$ cat config.mk
export PLATFORM = sky130hd
export DESIGN_NAME = i2c_target_responder
export DESIGN_NICKNAME = d
export VERILOG_FILES = /design/src/rtl/i2c_target_responder.sv
export SDC_FILE = /design/constraint.sdc
export NUM_CORES = 1
export LEC_CHECK = 0
export ABC_AREA = 1
export ABC_CLOCK_PERIOD_IN_PS = 1820
export BUFFER_PORTS_ARGS = -buffer_cell sky130_fd_sc_hd__buf_4
export CORE_UTILIZATION = 52
export CTS_CLUSTER_SIZE = 12
export DETAILED_ROUTE_END_ITERATION = 8
export PLACE_DENSITY_LB_ADDON = 0.1
export SYNTH_ARGS = -nofsm -noshare
export SYNTH_HDL_FRONTEND = slang
export SYNTH_SLANG_ARGS = --single-unit
$ cat constraint.sdc
create_clock -name clk -period 1.82 [get_ports clk]
set_clock_uncertainty 0.15 [all_clocks]
set_input_delay 0.273 -clock clk [delete_from_list [all_inputs] [get_ports clk]]
set_output_delay 0.273 -clock clk [all_outputs]
set_load 0.05 [all_outputs]
$ cat src/rtl/i2c_target_responder.sv
// I2C target responder: START/STOP detection, 7-bit address match, write/read byte handling.
// Optional general-call acceptance (address byte 8'h00) when I2C_TARGET_GCALL_EN is defined.
module i2c_target_responder #(
  parameter logic [6:0]  TARGET_ADDR = 7'h47,
  parameter int unsigned SYNC_STAGES = 2
) (
  input  logic       clk,
  input  logic       rst,
  input  logic       scl_i,
  input  logic       sda_i,
  output logic       sda_oe,
  output logic [7:0] rx_data,
  output logic       rx_valid,
  input  logic [7:0] tx_data,
  output logic       tx_req,
  output logic       addressed,
  output logic       rd_nwr
);

  typedef enum logic [2:0] {
    IDLE, ADDR, ADDR_ACK, WR_DATA, WR_ACK, RD_DATA, RD_ACK, WAIT_STOP
  } state_e;

  logic [SYNC_STAGES-1:0] scl_sync_q, sda_sync_q;
  logic                   scl_d1_q, sda_d1_q;
  logic                   scl_c, sda_c, scl_rise_c, scl_fall_c, start_c, stop_c;
  logic [7:0]             byte_c;
  logic                   match_c, gcall_c;

  state_e     state_q, state_d;
  logic [2:0] cnt_q, cnt_d;
  logic [6:0] rx_shift_q, rx_shift_d;
  logic [6:0] tx_shift_q, tx_shift_d;
  logic [7:0] tx_hold_q;
  logic       tx_cap_q;
  logic       sda_oe_q, sda_oe_d;
  logic [7:0] rx_data_q, rx_data_d;
  logic       rx_valid_q, rx_valid_d;
  logic       tx_req_q, tx_req_d;
  logic       addressed_q, addressed_d;
  logic       rd_nwr_q, rd_nwr_d;

  // Bus-level event decode from the synchronised pins and their one-cycle-old copy
  assign scl_c      = scl_sync_q[SYNC_STAGES-1];
  assign sda_c      = sda_sync_q[SYNC_STAGES-1];
  assign scl_rise_c = scl_c & ~scl_d1_q;
  assign scl_fall_c = ~scl_c & scl_d1_q;
  assign start_c    = scl_c & scl_d1_q & sda_d1_q & ~sda_c;
  assign stop_c     = scl_c & scl_d1_q & ~sda_d1_q & sda_c;
  assign byte_c     = {rx_shift_q, sda_c};

`ifdef I2C_TARGET_GCALL_EN
  assign gcall_c = (byte_c == 8'h00);
`else
  assign gcall_c = 1'b0;
`endif
  assign match_c = (byte_c[7:1] == TARGET_ADDR) || gcall_c;

  always_comb begin
    state_d     = state_q;
    cnt_d       = cnt_q;
    rx_shift_d  = rx_shift_q;
    tx_shift_d  = tx_shift_q;
    sda_oe_d    = sda_oe_q;
    rx_data_d   = rx_data_q;
    rx_valid_d  = 1'b0;
    tx_req_d    = 1'b0;
    addressed_d = addressed_q;
    rd_nwr_d    = rd_nwr_q;

    if (start_c) begin
      sda_oe_d    = 1'b0;
      cnt_d       = 3'd0;
      addressed_d = 1'b0;
      state_d     = ADDR;
    end else if (stop_c) begin
      sda_oe_d    = 1'b0;
      addressed_d = 1'b0;
      state_d     = IDLE;
    end else begin
      case (state_q)
        IDLE: ;
        ADDR: begin
          if (scl_rise_c) begin
            rx_shift_d = byte_c[6:0];
            cnt_d      = 3'(cnt_q + 3'd1);
            if (cnt_q == 3'd7) begin
              if (match_c) begin
                rd_nwr_d = sda_c;
                tx_req_d = sda_c;
                state_d  = ADDR_ACK;
              end else begin
                state_d  = WAIT_STOP;
              end
            end
          end
        end
        // sda_oe_q doubles as the phase flag: first fall drives ACK, second ends the slot
        ADDR_ACK: begin
          if (scl_fall_c) begin
            if (!sda_oe_q) begin
              sda_oe_d    = 1'b1;
              addressed_d = 1'b1;
            end else if (rd_nwr_q) begin
              tx_shift_d = tx_hold_q[6:0];
              sda_oe_d   = ~tx_hold_q[7];
              cnt_d      = 3'd0;
              state_d    = RD_DATA;
            end else begin
              sda_oe_d = 1'b0;
              cnt_d    = 3'd0;
              state_d  = WR_DATA;
            end
          end
        end
        WR_DATA: begin
          if (scl_rise_c) begin
            rx_shift_d = byte_c[6:0];
            cnt_d      = 3'(cnt_q + 3'd1);
            if (cnt_q == 3'd7) begin
              rx_data_d  = byte_c;
              rx_valid_d = 1'b1;
              state_d    = WR_ACK;
            end
          end
        end
        WR_ACK: begin
          if (scl_fall_c) begin
            if (!sda_oe_q) begin
              sda_oe_d = 1'b1;
            end else begin
              sda_oe_d = 1'b0;
              state_d  = WR_DATA;
            end
          end
        end
        RD_DATA: begin
          if (scl_fall_c) begin
            if (cnt_q == 3'd7) begin
              sda_oe_d = 1'b0;
              state_d  = RD_ACK;
            end else begin
              sda_oe_d   = ~tx_shift_q[6];
              tx_shift_d = {tx_shift_q[5:0], 1'b0};
              cnt_d      = 3'(cnt_q + 3'd1);
            end
          end
        end
        // cnt_q == 0 marks "master ACKed, next byte requested"
        RD_ACK: begin
          if (scl_rise_c) begin
            if (!sda_c) begin
              tx_req_d = 1'b1;
              cnt_d    = 3'd0;
            end else begin
              addressed_d = 1'b0;
              state_d     = WAIT_STOP;
            end
          end else if (scl_fall_c && cnt_q == 3'd0) begin
            tx_shift_d = tx_hold_q[6:0];
            sda_oe_d   = ~tx_hold_q[7];
            state_d    = RD_DATA;
          end
        end
        WAIT_STOP: sda_oe_d = 1'b0;
        default:   state_d  = IDLE;
      endcase
    end
  end

  always_ff @(posedge clk or posedge rst) begin
    if (rst) begin
      scl_sync_q  <= '1;
      sda_sync_q  <= '1;
      scl_d1_q    <= 1'b1;
      sda_d1_q    <= 1'b1;
      state_q     <= IDLE;
      cnt_q       <= 3'd0;
      rx_shift_q  <= 7'd0;
      tx_shift_q  <= 7'd0;
      tx_hold_q   <= 8'd0;
      tx_cap_q    <= 1'b0;
      sda_oe_q    <= 1'b0;
      rx_data_q   <= 8'd0;
      rx_valid_q  <= 1'b0;
      tx_req_q    <= 1'b0;
      addressed_q <= 1'b0;
      rd_nwr_q    <= 1'b0;
    end else begin
      scl_sync_q  <= {scl_sync_q[SYNC_STAGES-2:0], scl_i};
      sda_sync_q  <= {sda_sync_q[SYNC_STAGES-2:0], sda_i};
      scl_d1_q    <= scl_c;
      sda_d1_q    <= sda_c;
      state_q     <= state_d;
      cnt_q       <= cnt_d;
      rx_shift_q  <= rx_shift_d;
      tx_shift_q  <= tx_shift_d;
      // Local side presents tx_data during the cycle after tx_req
      tx_cap_q    <= tx_req_q;
      if (tx_cap_q) tx_hold_q <= tx_data;
      sda_oe_q    <= sda_oe_d;
      rx_data_q   <= rx_data_d;
      rx_valid_q  <= rx_valid_d;
      tx_req_q    <= tx_req_d;
      addressed_q <= addressed_d;
      rd_nwr_q    <= rd_nwr_d;
    end
  end

  assign sda_oe    = sda_oe_q;
  assign rx_data   = rx_data_q;
  assign rx_valid  = rx_valid_q;
  assign tx_req    = tx_req_q;
  assign addressed = addressed_q;
  assign rd_nwr    = rd_nwr_q;

endmodule

After elaboration in Yosys (flattened, before gate mapping)
Cells that the tools add are included.

Register bits: 48. Input bits: 12. Output and inout bits: 13. Word-level logic and storage cells: 157.

Add/subtract/negate cells: 1. Eq/ne operators: 41. Mux-type cells: 68. Bitwise operators: 15. Reduce and logical (&&, ||, !) cells: 16.

Operators with widths (number): $mux 3 (26); $ne 4x4->1 const B (15); $mux 7 (7); $mux 1 (29); $pmux 7 s3 (1); $ne 3x3->1 const B (6); $pmux 3 s6 (1); $ne 2x2->1 const B (8); $eq 3x3->1 const B (5); $reduce_and 13->1 (1); $pmux 3 s4 (1); $reduce_and 6->1 (2); $ne 5x5->1 const B (2); $reduce_and 10->1 (1); $reduce_and 5->1 (2); $reduce_and 9->1 (1); $not 1->1 (8); $reduce_bool 8->1 (1); $and 1x1->1 (7); $eq 7x7->1 const B (1); $reduce_bool 7->1 (1); $eq 3x2->1 const B (2); $pmux 1 s5 (1); $reduce_bool 5->1 (1); 10 further kinds (11).

Depth between registers and ports, before layout
Gate-level depths: netlist of the first run.

Word-level depth: 8. Mapped depth: 11. Depth with buffers taken out: 11.

Worst setup path after synthesis of the first run
OpenSTA, ideal clock, no wires.

Path kind: reg2reg. Start point: register cnt_q[0]. End point: register tx_shift_q[0]. Setup time: 117 ps. Arrival: 1480 ps. Required time: 1553 ps. Path slack: 73 ps. Cell stages (with the launch flop): 9. Buffers on the path: 0. Period minus slack after synthesis: 1747 ps. Path through: dfrtp_1 -> ha_1 -> ha_1 -> inv_1 -> nor2_1 -> a211oi_4 -> nand2_4 -> nand2_1 -> nand2_1.

Longest elaborated chain between the ends: 4. Elaborated cells on any way between the ends: 6. Those cells by class: eq/ne: 3; reduce/logical: 3.

RTL lines: from (decl) (RTL line 31) `logic [2:0] cnt_q, cnt_d;`; from (signal assigned) (RTL line 195) `cnt_q <= cnt_d;`; $logic_not 3->1 (RTL line 159) `end else if (scl_fall_c && cnt_q == 3'd0) begin`; $logic_and 1x1->1 (RTL line 159); $ne 2x2->1 (no line); $reduce_and 10->1 (no line) (*); to (signal assigned) (RTL line 197) `tx_shift_q <= tx_shift_d;`; to (decl) (RTL line 33) `logic [6:0] tx_shift_q, tx_shift_d;`.

Every way passes the cells marked *; elsewhere a longest branch is shown, timed or not. A chain may end at the register's enable or synchronous reset.

Final worst setup path of the first run
Start point: register scl_d1_q. End point: register tx_shift_q[0].

Longest elaborated chain between the ends: 5. Elaborated cells on any way between the ends: 16. Those cells by class: eq/ne: 4; bitwise: 10; reduce/logical: 2.

RTL lines: from (decl) (RTL line 25) `logic scl_d1_q, sda_d1_q;`; from (signal assigned) (RTL line 192) `scl_d1_q <= scl_c;`; $and 1x1->1 (RTL line 48, 49); $and 1x1->1, on equally long branches (2 in a row) (RTL line 49, 48); $not 1->1 (no line); $reduce_and 10->1 (no line) (*).

Marks and branches as above.

==> PnR_summary.wiki, run 1 <==
{| class="wikitable"
! Metric !! Value
|-
| Status || finished with violations
|-
| Violated checks || setup timing
|-
| Area of the mapped netlist || roughly 2400 sq um
|-
| Ant diodes || 0
|-
| Tcrit/Tclk final || 101%
|-
| DIE AREA || slightly below 5000 sq um
|-
| CTS tree || built
|-
| Start-to-end type of the worst setup path || register to register
|-
| Placer congestion estimate || 0.992
|-
| Commonest non-fill, non-tap cell in the layout || nand2_1
|-
| Worst rel slew slack || between 70% and 80%
|-
| Remaining Overflow, GRT || 0
|-
| Std cell rows || 24
|-
| Final design area excluding fillers || 3130 sq um
|-
| Utilization after layout || just over 70%
|-
| Post-synthesis register bit count || 48
|-
| Delay of the slowest cell on the worst path || 0.59 ns
|-
| CTS H-tree depth || 2
|-
| Yosys warning total || 0
|-
| Initial antenna violation count || 0
|-
| Fillcell total || roughly 340
|-
| Sw frac || between 40% and 50%
|-
| R2R depth || 9
|-
| Signal arrival time at the worst endpoint || approximately 1.9 ns
|-
| Maximum number of pins on one net before global-route repair || 22
|-
| Shortest clock period the worst path allows after layout || between 1.5 and 2 ns
|-
| Number of iterations in the first detailed-routing pass || 4
|-
| Die X || approximately 70 um
|-
| Slowest CP cell || dfstp_2
|-
| Syn Nets || between 300 and 400
|-
| Reg area || 1210 sq um
|-
| First-pass GRT wire length || around 9.5 mm
|-
| Most frequent cells in the layout || 97 x nand2_1, 46 x buf_4, 42 x dfrtp_1
|-
| Portion of total power attributed to combinational logic || 46.1%
|-
| Leak pwr || ~1.6 nW
|-
| Proportion of layout cells with a drive suffix above 1 || 28.7%
|-
| Kind of start point of the critical path || register
|-
| Post-placement setup slack || -0.0608 ns
|-
| Areal power density over the cells || 1520 nW/um^2
|-
| Clock network fraction of total power || 19.7%
|-
| Crit path setup slack, layout || -0.0218 ns
|-
| Overall Global Routing Usage || 24.3%
|-
| Switch Pwr || approximately 2 mW
|-
| Inserted Clock Buffers || 5
|-
| Hold Fails Final Rpt || 0
|-
| Number of max-slew violations in the final report || 0
|-
| Number of DRC markers in iteration 0 || 194
|-
| Total of buffers placed on input and output ports || 24
|-
| Via density || 5.26
|-
| Vertical die dimension || about 70 um
|-
| Number of ports placed on the die boundary || 25
|-
| Unrepaired setup endpoints after global routing || yes
|-
| Clock Tree Buf Depth || 2
|-
| Root buffer cell || clkbuf_8
|-
| Via total after detailed routing || 2,199
|-
| Count of mapped cells out of synthesis || around 310
|-
| Clock slew at reported path FFs || 0.09 ns
|-
| Overall routed net length || 5.46 mm
|-
| Final sum of negative setup slack || -0.0317 ns
|-
| Fraction of the yosys area taken by sequential cells || roughly half
|-
| Total area of multi-input combinational cells || around 1100 sq um
|-
| Hold Path Stages || 3
|-
| CP Data Required Time || 1.87 ns
|-
| Slew of the pin with the lowest slew margin || roughly 0.42 ns
|-
| Synth unique cells || 27
|-
| Fmax achieved || 543 MHz
|-
| Area inside the core boundary || around 4400 sq um
|-
| Worst hold slack || around 0.019 ns
|-
| Net total in the final layout || between 300 and 400
|-
| Total placed instance area || approximately 2800 sq um
|-
| Via count of the first global-routing pass || 2,143
|-
| Average wire length per cell after detail routing || about 13 um
|-
| Half-perimeter wire length of the detailed placement result || 3.86 mm
|-
| Critical path capture point type || register
|-
| Int Power || roughly 2.8 mW
|-
| Initial cell density of the core || between 50% and 60%
|-
| Maximum VDD drop || a little over 800 uV
|-
| Relative area change from synthesis to final layout || 29.7%
|-
| Post-route DRC || 0
|-
| Number of nets with antenna violations after detailed routing || 0
|-
| Critical path peak fanout || 7
|-
| Final setup violating endpoints || 3
|-
| Avg Cell Area, Syn || around 8 sq um
|-
| Clock sink count || 48
|-
| Path category of the worst min-delay check || input pin to register
|-
| Cell chain of the critical path || buf_4 -> nor2_4 -> inv_4 -> nor2_4 -> buf_4 -> a211oi_4 -> nand2_4 -> nand2_1 -> nand2_1
|-
| Clock latency on the worst-skew pair || around 0.31 ns
|-
| Max-cap violations || 0
|-
| Share of total power in sequential cells || between 30 and 40%
|}
-- power groups by stage --
stage                     logic, mW  registers [mW]  clock network (mW)
after floorplan                1.36            1.65                   0
after global placement         1.89            1.63                   0
after detailed placement       1.92            1.64                   0
after CTS                      2.04            1.62               0.953
after global routing           2.48            1.67               0.994
final                          2.20            1.63               0.940
-- synthesized netlist by cell type --
cell type	number	area share, %
nand2_1	104	16
dfrtp_1	42	44
inv_1	33	5.1
o21ai_0	33	6.8
nor2_1	24	3.7
nand3_1	22	4.6
dfstp_2	6	6.5
inv_2	5	0.78
nand4_1	4	1.0
nor2_2	4	1.0
o21ai_1	4	0.83
a21oi_1	3	0.62
clkbuf_1	3	0.47
ha_1	3	1.6
nor2_4	3	1.4
nor3_1	3	0.62
a211oi_4	2	1.7
a21oi_2	1	0.36
buf_2	1	0.21
buf_6	1	0.47
mux2_2	1	0.47
nand2_2	1	0.26
nand2_4	1	0.47
nand3_2	1	0.41
nor2b_1	1	0.26
o211ai_1	1	0.31
o22ai_1	1	0.26
-- routing by layer --
metal / up-vias / track usage [%] / wire, um
met5: - / 0 / 0
met4: 0 / 8.22 / 84
met3: 13 / 3.90 / 314
met2: 72 / 40.1 / 2650
met1: 1021 / 32.6 / 2420
li1: 1093 / - / -
-- sequential cells by signal (all words and copies together) (netlist names) --
register / flops
rx_data: 8
tx_hold_q: 8
rx_shift_q: 7
tx_shift_q: 7
cnt_q: 3
state_q: 3
scl_sync_q: 2
sda_sync_q: 2
addressed: 1
rd_nwr: 1
rx_valid: 1
scl_d1_q: 1
sda_d1_q: 1
sda_oe: 1
tx_cap_q: 1
tx_req: 1
-- logic make-up after synthesis --
kind of cell / after synthesis / synth area share, %
adder cells (fa/ha/maj): 3 / 1.56
buffers and inverters: 43 / 7.05
flip-flops: 48 / 50.1
AO/OA/AOI/OAI: 45 / 10.9
AND/OR/NAND/NOR: 168 / 30.0
multiplexers: 1 / 0.467
-- through the flow --
step	instances	power, mW
final	418	4.77
after floorplan	308	3.01
after global placement	399	3.52
after CTS	413	4.62
after detailed placement	399	3.57
after global routing	418	5.14
-- what timing repair did --
| action | 4_1_cts | 5_1_grt |
|---|---|---|
| pin swaps | 4 | 8 |
| endpoints found under the setup margin | 12 | 17 |
| cloned | 1 | 0 |
| hold buffers | 3 | 0 |
| endpoints found under the hold margin | 19 | 0 |
| setup buffers | 2 | 6 |
| gates resized for setup | 5 | 30 |
-- critical path, delay by kind of cell, from the launching register on --
family                 cells  cell delay, ns
buffers and inverters      3            0.33
and+or+nand+nor            5            0.37
DFF                        1            0.59
AOI/OAI and AO/OA          1            0.30
-- layout make-up --
cell class / count / area share, %
timing repair buffer: 54 / 14.4
multi-input combinational: 218 / 35.9
inverter: 38 / 4.64
tap: 52 / 2.08
clock buffer: 5 / 2.20
sequential: 48 / 38.6
clock inverter: 3 / 2.20
-- worst paths after layout --
kind                                    start            end  slack [ns]
worst max-delay path                 scl_d1_q  tx_shift_q[0]       -0.02
worst min-delay path               tx_data[3]   tx_hold_q[3]        0.02
worst max register to register       scl_d1_q  tx_shift_q[0]       -0.02
worst min register to register  scl_sync_q[0]  scl_sync_q[1]        0.21
max in group asynchronous                 rst       scl_d1_q        0.58
min in group asynchronous                 rst     rx_data[4]        0.37
Note: power is estimated with default switching activity, not from simulation.
==> run 2, diff against run 1 <==
- CORE_ASPECT_RATIO: default -> 0.5
- CORE_UTILIZATION: 52 -> 55
- CTS_BUF_LIST: default -> sky130_fd_sc_hd__clkbuf_8
==> run 2 against run 1 <==
The run still ends with setup timing left. Utilization rose by 8.7 points. Clock power fell by 30%. Via count rose by 0.95%. Wire length rose by 4.0%. Non-clock buffer count rose by 3. Sequential power rose by 3%. Combinational power rose by 7%. Register-to-register slack got worse by 0.02 ns. Die area fell by 5.0%. Sequential cell count did not move. Largest cell class unchanged.
==> PnR_summary.wiki, run 2 (synthesis gave the netlist of run 1 again) <==
{| class="wikitable"
! Metric !! Value
|-
| Worst R2R End || tx_shift_q[5]
|-
| Portion of total power attributed to combinational logic || 50.0% (+3.9 points)
|-
| Total placed instance area || 2810 sq um (unchanged)
|-
| Fmax achieved || 536 MHz (-1.2%)
|-
| Clock network fraction of total power || 14.1% (-5.6 points)
|-
| Startpoint of the worst-slack reg-to-reg timing path || scl_d1_q
|-
| CTS H-tree depth || 2 (unchanged)
|-
| Commonest non-fill, non-tap cell in the layout || nand2_1
|-
| Critical path capture point type || register
|-
| Max-cap violations || 0 (unchanged)
|-
| Vertical die dimension || 48.8 um (-30%)
|-
| Status || finished with violations
|-
| Final design area excluding fillers || 3220 sq um (+2.8%)
|-
| Worst rel slew slack || 74.1% (+2.0 points)
|-
| Share of total power in sequential cells || 35.9% (+1.7 points)
|-
| Placer congestion estimate || 0.951 (-4.2%)
|-
| Number of nets with antenna violations after detailed routing || 0 (unchanged)
|-
| Clock slew at reported path FFs || 0.09 ns (about the same)
|-
| Hold Path Stages || 3 (unchanged)
|-
| Initial cell density of the core || 59.7% (+5.0 points)
|-
| Unrepaired setup endpoints after global routing || yes
|-
| Die X || 95.7 um (+36%)
|-
| Area inside the core boundary || 4040 sq um (-8.4%)
|-
| Std cell rows || 16 (-33%)
|-
| Number of iterations in the first detailed-routing pass || 4 (unchanged)
|-
| Number of DRC markers in iteration 0 || 144 (-26%)
|-
| Via density || 5.25 (-0.24%)
|-
| Start-to-end type of the worst setup path || register to register
|-
| Signal arrival time at the worst endpoint || 1.91 ns (+0.02 ns)
|-
| Violated checks || setup timing
|-
| Relative area change from synthesis to final layout || 33.3%
|-
| Remaining Overflow, GRT || 0 (unchanged)
|-
| Critical path peak fanout || 8 (+1)
|-
| Via count of the first global-routing pass || 2,044 (-4.6%)
|-
| Hold Fails Final Rpt || 0 (unchanged)
|-
| Via total after detailed routing || 2,220 (+0.95%)
|-
| Post-route non-filler standard cell count || 423 (+1.2%)
|-
| Source of the critical timing path || scl_d1_q
|-
| Int Power || 2.61 mW (-6.9%)
|-
| Shortest clock period the worst path allows after layout || 1.86 ns (+0.0227 ns)
|-
| Leak pwr || 1.59 nW (about the same)
|-
| Half-perimeter wire length of the detailed placement result || 4.14 mm (+7.3%)
|-
| Initial antenna violation count || 0 (unchanged)
|-
| Number of max-slew violations in the final report || 0 (unchanged)
|-
| Proportion of layout cells with a drive suffix above 1 || 34.1% (+5.5 points)
|-
| DIE AREA || 4670 sq um (-5.0%)
|-
| Total of buffers placed on input and output ports || 24 (unchanged)
|-
| Slew of the pin with the lowest slew margin || 0.389 ns (-0.0298 ns)
|-
| Clock sink count || 48 (unchanged)
|-
| Number of ports placed on the die boundary || 25 (unchanged)
|-
| Ant diodes || 0 (unchanged)
|-
| Path category of the worst min-delay check || input pin to register
|-
| Areal power density over the cells || 1460 nW/um^2 (-4.4%)
|-
| Crit path setup slack, layout || -0.0445 ns (-0.0227 ns)
|-
| Switch Pwr || 2.07 mW (+5.7%)
|-
| Root buffer cell || clkbuf_8
|-
| Most frequent cells in the layout || 90 x nand2_1, 45 x buf_4, 39 x dfrtp_1
|-
| Post-route DRC || 0 (unchanged)
|-
| CP Data Required Time || 1.86 ns (about the same)
|-
| Clock Tree Buf Depth || 2 (unchanged)
|-
| Overall Global Routing Usage || 26.6% (+2.3 points)
|-
| R2R depth || 10 (+1)
|-
| Post-placement setup slack || -0.130 ns (-0.0690 ns)
|-
| Final sum of negative setup slack || -0.109 ns (-0.0770 ns)
|-
| Average wire length per cell after detail routing || 13.4 um (+2.7%)
|-
| Clock latency on the worst-skew pair || 0.30 ns (about the same)
|-
| Worst hold start || tx_data[0]
|-
| Setup slack of the most critical reg-to-reg path || -0.04 ns (-0.02 ns)
|-
| Tcrit/Tclk final || 102% (+1.2 points)
|-
| CTS tree || built
|-
| Kind of start point of the critical path || register
|-
| Final setup violating endpoints || 7 (+4)
|-
| Net total in the final layout || 383 (+0.79%)
|-
| Overall routed net length || 5.68 mm (+4.0%)
|-
| Sw frac || 44.2% (+3.1 points)
|-
| Maximum number of pins on one net before global-route repair || 27 (+23%)
|-
| End of the worst hold path || tx_hold_q[0]
|-
| Post-placement cell count || 404 (+1.3%)
|-
| Maximum VDD drop || 643 uV (-22%)
|-
| Inserted Clock Buffers || 5 (unchanged)
|-
| First-pass GRT wire length || 9.40 mm (-0.95%)
|}
## run 2: layout make-up
| cell class | instances | area (sq um) |
|---|---|---|
| fillers | 286 | 826 |
| clock buffers | 6 | 82.6 |
| clock inverters | 2 | 15.0 |
| multi-input cells | 218 | 1210 |
| repair buffers | 57 | 487 |
| flip-flops and latches | 48 | 1210 |
| well taps | 54 | 67.6 |
| inverters | 38 | 148 |
## run 2: repair_timing
item / in CTS / in global routing
cloned: 1 / 0
gates resized for setup: 12 / 53
pin swaps: 5 / 13
endpoints found under the hold margin: 44 / 0
buffers inserted: 2 / 5
hold buffers: 3 / 0
endpoints found under the setup margin: 13 / 25
## run 2: layer usage
layer  up-vias  global-route usage, %  share of wire, %
met5         -                      0                 0
met4         0                   6.47               1.4
met3         9                   5.76               5.2
met2        49                   41.1                46
met1      1061                   38.5                47
li1       1101                      -                 -
## run 2: how the worst max path moves through the flow
stage / depth (start not counted) / endpoint / slack [ns]
2_1_floorplan: 8 / tx_shift_q[0] / 0.07
3_3_place_gp: 9 / state_q[2] / -0.09
3_5_place_dp: 9 / state_q[2] / -0.13
4_1_cts: 10 / rx_data[4] / 0.002
5_1_grt: 10 / tx_shift_q[2] / -0.14
6_report: 10 / tx_shift_q[5] / -0.04
## run 2: worst max-delay path: stages, from the launching register on
cell	delay (ns)
dfstp_2	0.59
buf_12	0.12
nand2_4	0.06
inv_4	0.08
buf_4	0.10
a21oi_2	0.06
a211oi_4	0.22
buf_6	0.17
nand2_8	0.08
nand2_1	0.08
nand2_1	0.06
## run 2: power by group through the flow
stage | clock, mW | combinational, mW | sequential [mW]
finish | 0.660 | 2.35 | 1.68
global route | 0.713 | 2.63 | 1.73
CTS | 0.675 | 2.05 | 1.64
detailed placement | 0 | 1.97 | 1.66
global placement | 0 | 1.94 | 1.64
floorplan | 0 | 1.36 | 1.65
## run 2: per-stage QoR
step                      hold slack, ns  power (mW)  util [%]
after floorplan                    0.127        3.01         -
after global placement             0.180        3.59      69.4
after detailed placement           0.193        3.63      69.4
after CTS                         0.0230        4.37      74.0
after global routing              0.0361        5.07      79.6
final                             0.0232        4.69      79.6
==> run 3, diff against run 2 <==
- CAP_MARGIN: default -> 20
- PLACE_DENSITY: default -> 0.78
- PLACE_DENSITY_LB_ADDON: 0.1 -> default
==> run 3 against run 2 <==
The run still ends with setup timing left. Global-route usage rose by 2.1 points. Largest power group unchanged. Worst hold slack improved by 0.0010 ns. Count of clock-buffer cells in the layout did not move. Register-to-register slack barely moved. Power rose by 1.9%. Sequential cell count did not move. Die area did not move. Cell count rose by 2.1%. Utilization rose by 0.37 points. Wire length rose by 9.4%. First-iteration DRC count fell by 12%. Final area rose by 0.47%. Critical path type unchanged.
==> PnR_summary.wiki, run 3 (synthesis gave the netlist of run 1 again) <==
{| class="wikitable"
! Metric !! Value
|-
| Final setup violating endpoints || 3 (-4)
|-
| Switch Pwr || 2.09 mW (+0.85%)
|-
| DIE AREA || 4670 sq um (unchanged)
|-
| Max-cap violations || 0 (unchanged)
|-
| Worst hold start || tx_data[4]
|-
| Total area of multi-input combinational cells || 1170 sq um (-2.8%)
|-
| Clock latency on the worst-skew pair || 0.30 ns (about the same)
|-
| Average wire length per cell after detail routing || 14.4 um (+7.2%)
|-
| Clock slew at reported path FFs || 0.08 ns (about the same)
|-
| Inserted Clock Buffers || 5 (unchanged)
|-
| Placer congestion estimate || 0.888 (-6.7%)
|-
| Slowest CP cell || dfstp_2
|-
| Reg area || 1210 sq um (-0.10%)
|-
| Worst rel slew slack || 73.7% (-0.41 points)
|-
| Portion of total power attributed to combinational logic || 51.6% (+1.6 points)
|-
| Ant diodes || 0 (unchanged)
|-
| Status || finished with violations
|-
| Proportion of layout cells with a drive suffix above 1 || 34.7% (+0.51 points)
|-
| Maximum VDD drop || 901 uV (+40%)
|-
| Clock Tree Buf Depth || 2 (unchanged)
|-
| Root buffer cell || clkbuf_8
|-
| GR Util met3 || 6.54% (+0.78 points)
|-
| Utilization after layout || 80.0% (+0.37 points)
|-
| Post-route DRC || 0 (unchanged)
|-
| Post-route non-filler standard cell count || 432 (+2.1%)
|-
| GR Layer Usage met1 || 39.7% (+1.2 points)
|-
| End of the worst hold path || tx_hold_q[4]
|-
| Hold Path Stages || 3 (unchanged)
|-
| CTS tree || built
|-
| Path category of the worst min-delay check || input pin to register
|-
| Clock sink count || 48 (unchanged)
|-
| Number of max-slew violations in the final report || 0 (unchanged)
|-
| Number of ports placed on the die boundary || 25 (unchanged)
|-
| Cell chain of the critical path || inv_2 -> nand2_2 -> nor2_4 -> buf_12 -> nor2_2 -> nand3_2 -> nand2_1 -> nor2_2 -> buf_4 -> nand3_1 -> nand2_1
|-
| Slew of the pin with the lowest slew margin || 0.394 ns (+0.00512 ns)
|-
| Signal arrival time at the worst endpoint || 1.91 ns (about the same)
|-
| Via count of the first global-routing pass || 2,162 (+5.8%)
|-
| Sw frac || 43.8% (-0.48 points)
|-
| Clock network fraction of total power || 13.5% (-0.6 points)
|-
| Relative area change from synthesis to final layout || 34.0%
|-
| Initial antenna violation count || 0 (unchanged)
|-
| Area inside the core boundary || 4040 sq um (unchanged)
|-
| Overall Global Routing Usage || 28.7% (+2.1 points)
|-
| Net total in the final layout || 392 (+2.3%)
|-
| Startpoint of the worst-slack reg-to-reg timing path || sda_sync_q[1]
|-
| Violated checks || setup timing
|-
| Via total after detailed routing || 2,263 (+1.9%)
|-
| Worst hold slack || 0.0242 ns (+0.00101 ns)
|-
| Fmax achieved || 538 MHz (+0.22%)
|-
| Worst R2R End || state_q[1]
|-
| Critical path peak fanout || 7 (-1)
|-
| Share of total power in sequential cells || 34.9% (-1.0 points)
|-
| Std cell rows || 16 (unchanged)
|-
| Post-placement cell count || 411 (+1.7%)
|-
| Fillcell total || 289 (+1.0%)
|-
| Start-to-end type of the worst setup path || register to register
|-
| CTS H-tree depth || 2 (unchanged)
|-
| R2R depth || 11 (+1)
|-
| First-pass GRT wire length || 10.0 mm (+6.6%)
|-
| Maximum number of pins on one net before global-route repair || 28 (+3.7%)
|-
| Met2 Track Usage GR || 45.6% (+4.5 points)
|-
| Tcrit/Tclk final || 102% (-0.23 points)
|-
| Die X || 95.7 um (unchanged)
|-
| Post-placement setup slack || -0.144 ns (-0.0146 ns)
|-
| Shortest clock period the worst path allows after layout || 1.86 ns (-0.00413 ns)
|-
| Total of buffers placed on input and output ports || 24 (unchanged)
|-
| Initial cell density of the core || 59.7% (unchanged)
|-
| Delay of the slowest cell on the worst path || 0.60 ns (about the same)
|-
| Setup slack of the most critical reg-to-reg path || -0.04 ns (about the same)
|-
| Overall routed net length || 6.21 mm (+9.4%)
|-
| CP Data Required Time || 1.87 ns (about the same)
|-
| Int Power || 2.69 mW (+2.8%)
|-
| Crit path setup slack, layout || -0.0403 ns (+0.00413 ns)
|-
| Unrepaired setup endpoints after global routing || yes
|-
| Remaining Overflow, GRT || 0 (unchanged)
|-
| Commonest non-fill, non-tap cell in the layout || nand2_1
|-
| Most frequent cells in the layout || 91 x nand2_1, 56 x buf_4, 40 x dfrtp_1
|-
| Hold Fails Final Rpt || 0 (unchanged)
|-
| Half-perimeter wire length of the detailed placement result || 4.38 mm (+5.8%)
|-
| Global route hottest layer || met2
|-
| Critical path capture point type || register
|-
| Number of DRC markers in iteration 0 || 127 (-12%)
|-
| Number of iterations in the first detailed-routing pass || 4 (unchanged)
|-
| Leak pwr || 1.62 nW (+2.0%)
|-
| Kind of start point of the critical path || register
|-
| Via density || 5.24 (-0.19%)
|-
| Areal power density over the cells || 1480 nW/um^2 (+1.5%)
|-
| Vertical die dimension || 48.8 um (unchanged)
|-
| Number of nets with antenna violations after detailed routing || 0 (unchanged)
|}
[run 3: how the worst max path moves through the flow]
stage | start | slack [ns] | cells after the start | endpoint
after floorplan | cnt_q[0] | 0.07 | 8 | tx_shift_q[0]
after global placement | scl_sync_q[1] | -0.07 | 9 | state_q[2]
after detailed placement | scl_sync_q[1] | -0.14 | 9 | state_q[0]
after CTS | scl_sync_q[1] | 0.0007 | 10 | tx_shift_q[3]
after global routing | scl_sync_q[1] | -0.15 | 10 | cnt_q[0]
final | sda_sync_q[1] | -0.04 | 11 | state_q[1]
[run 3: power by group through the flow]
stage	Combinational [mW]	Sequential, mW	Clock (mW)
after floorplan	1.36	1.65	0
after global placement	1.99	1.63	0
after detailed placement	2.05	1.65	0
after CTS	2.20	1.63	0.653
after global routing	2.73	1.71	0.699
final	2.47	1.67	0.644
[run 3: critical path: cells and delay by family (launching register included)]
kind                   cells  cell delay, ns
AND/OR/NAND/NOR            8            0.66
flip-flops                 1            0.60
buffers and inverters      3            0.32
[run 3: through the flow]
stage | total power, mW | area (sq um) | TNS [ns]
2_1_floorplan | 3.01 | 2410 | 0
3_3_place_gp | 3.62 | 2860 | -0.479
3_5_place_dp | 3.69 | 2860 | -1.09
4_1_cts | 4.48 | 3030 | 0
5_1_grt | 5.14 | 3230 | -1.03
6_report | 4.78 | 3230 | -0.0892
[run 3: what timing repair did]
action / CTS / global route
pin swaps: 4 / 14
hold buffers: 3 / 0
endpoints found under the hold margin: 44 / 0
cloned: 1 / 0
setup endpoints to repair: 14 / 31
buffers inserted: 2 / 7
resized for setup: 8 / 48
[run 3: final cells by class]
type,count,share of cell area (%)
well taps,54,2.09
clock buffers,6,2.55
repair buffers,66,16.9
flip-flops and latches,48,37.5
clock inverters,2,0.232
inverters,38,4.49
multi-input cells,218,36.3
[run 3: per-layer routing]
metal,vias up,routed length (um)
li1,1121,-
met1,1055,2770
met2,74,2900
met3,13,454
met4,0,92
met5,-,0
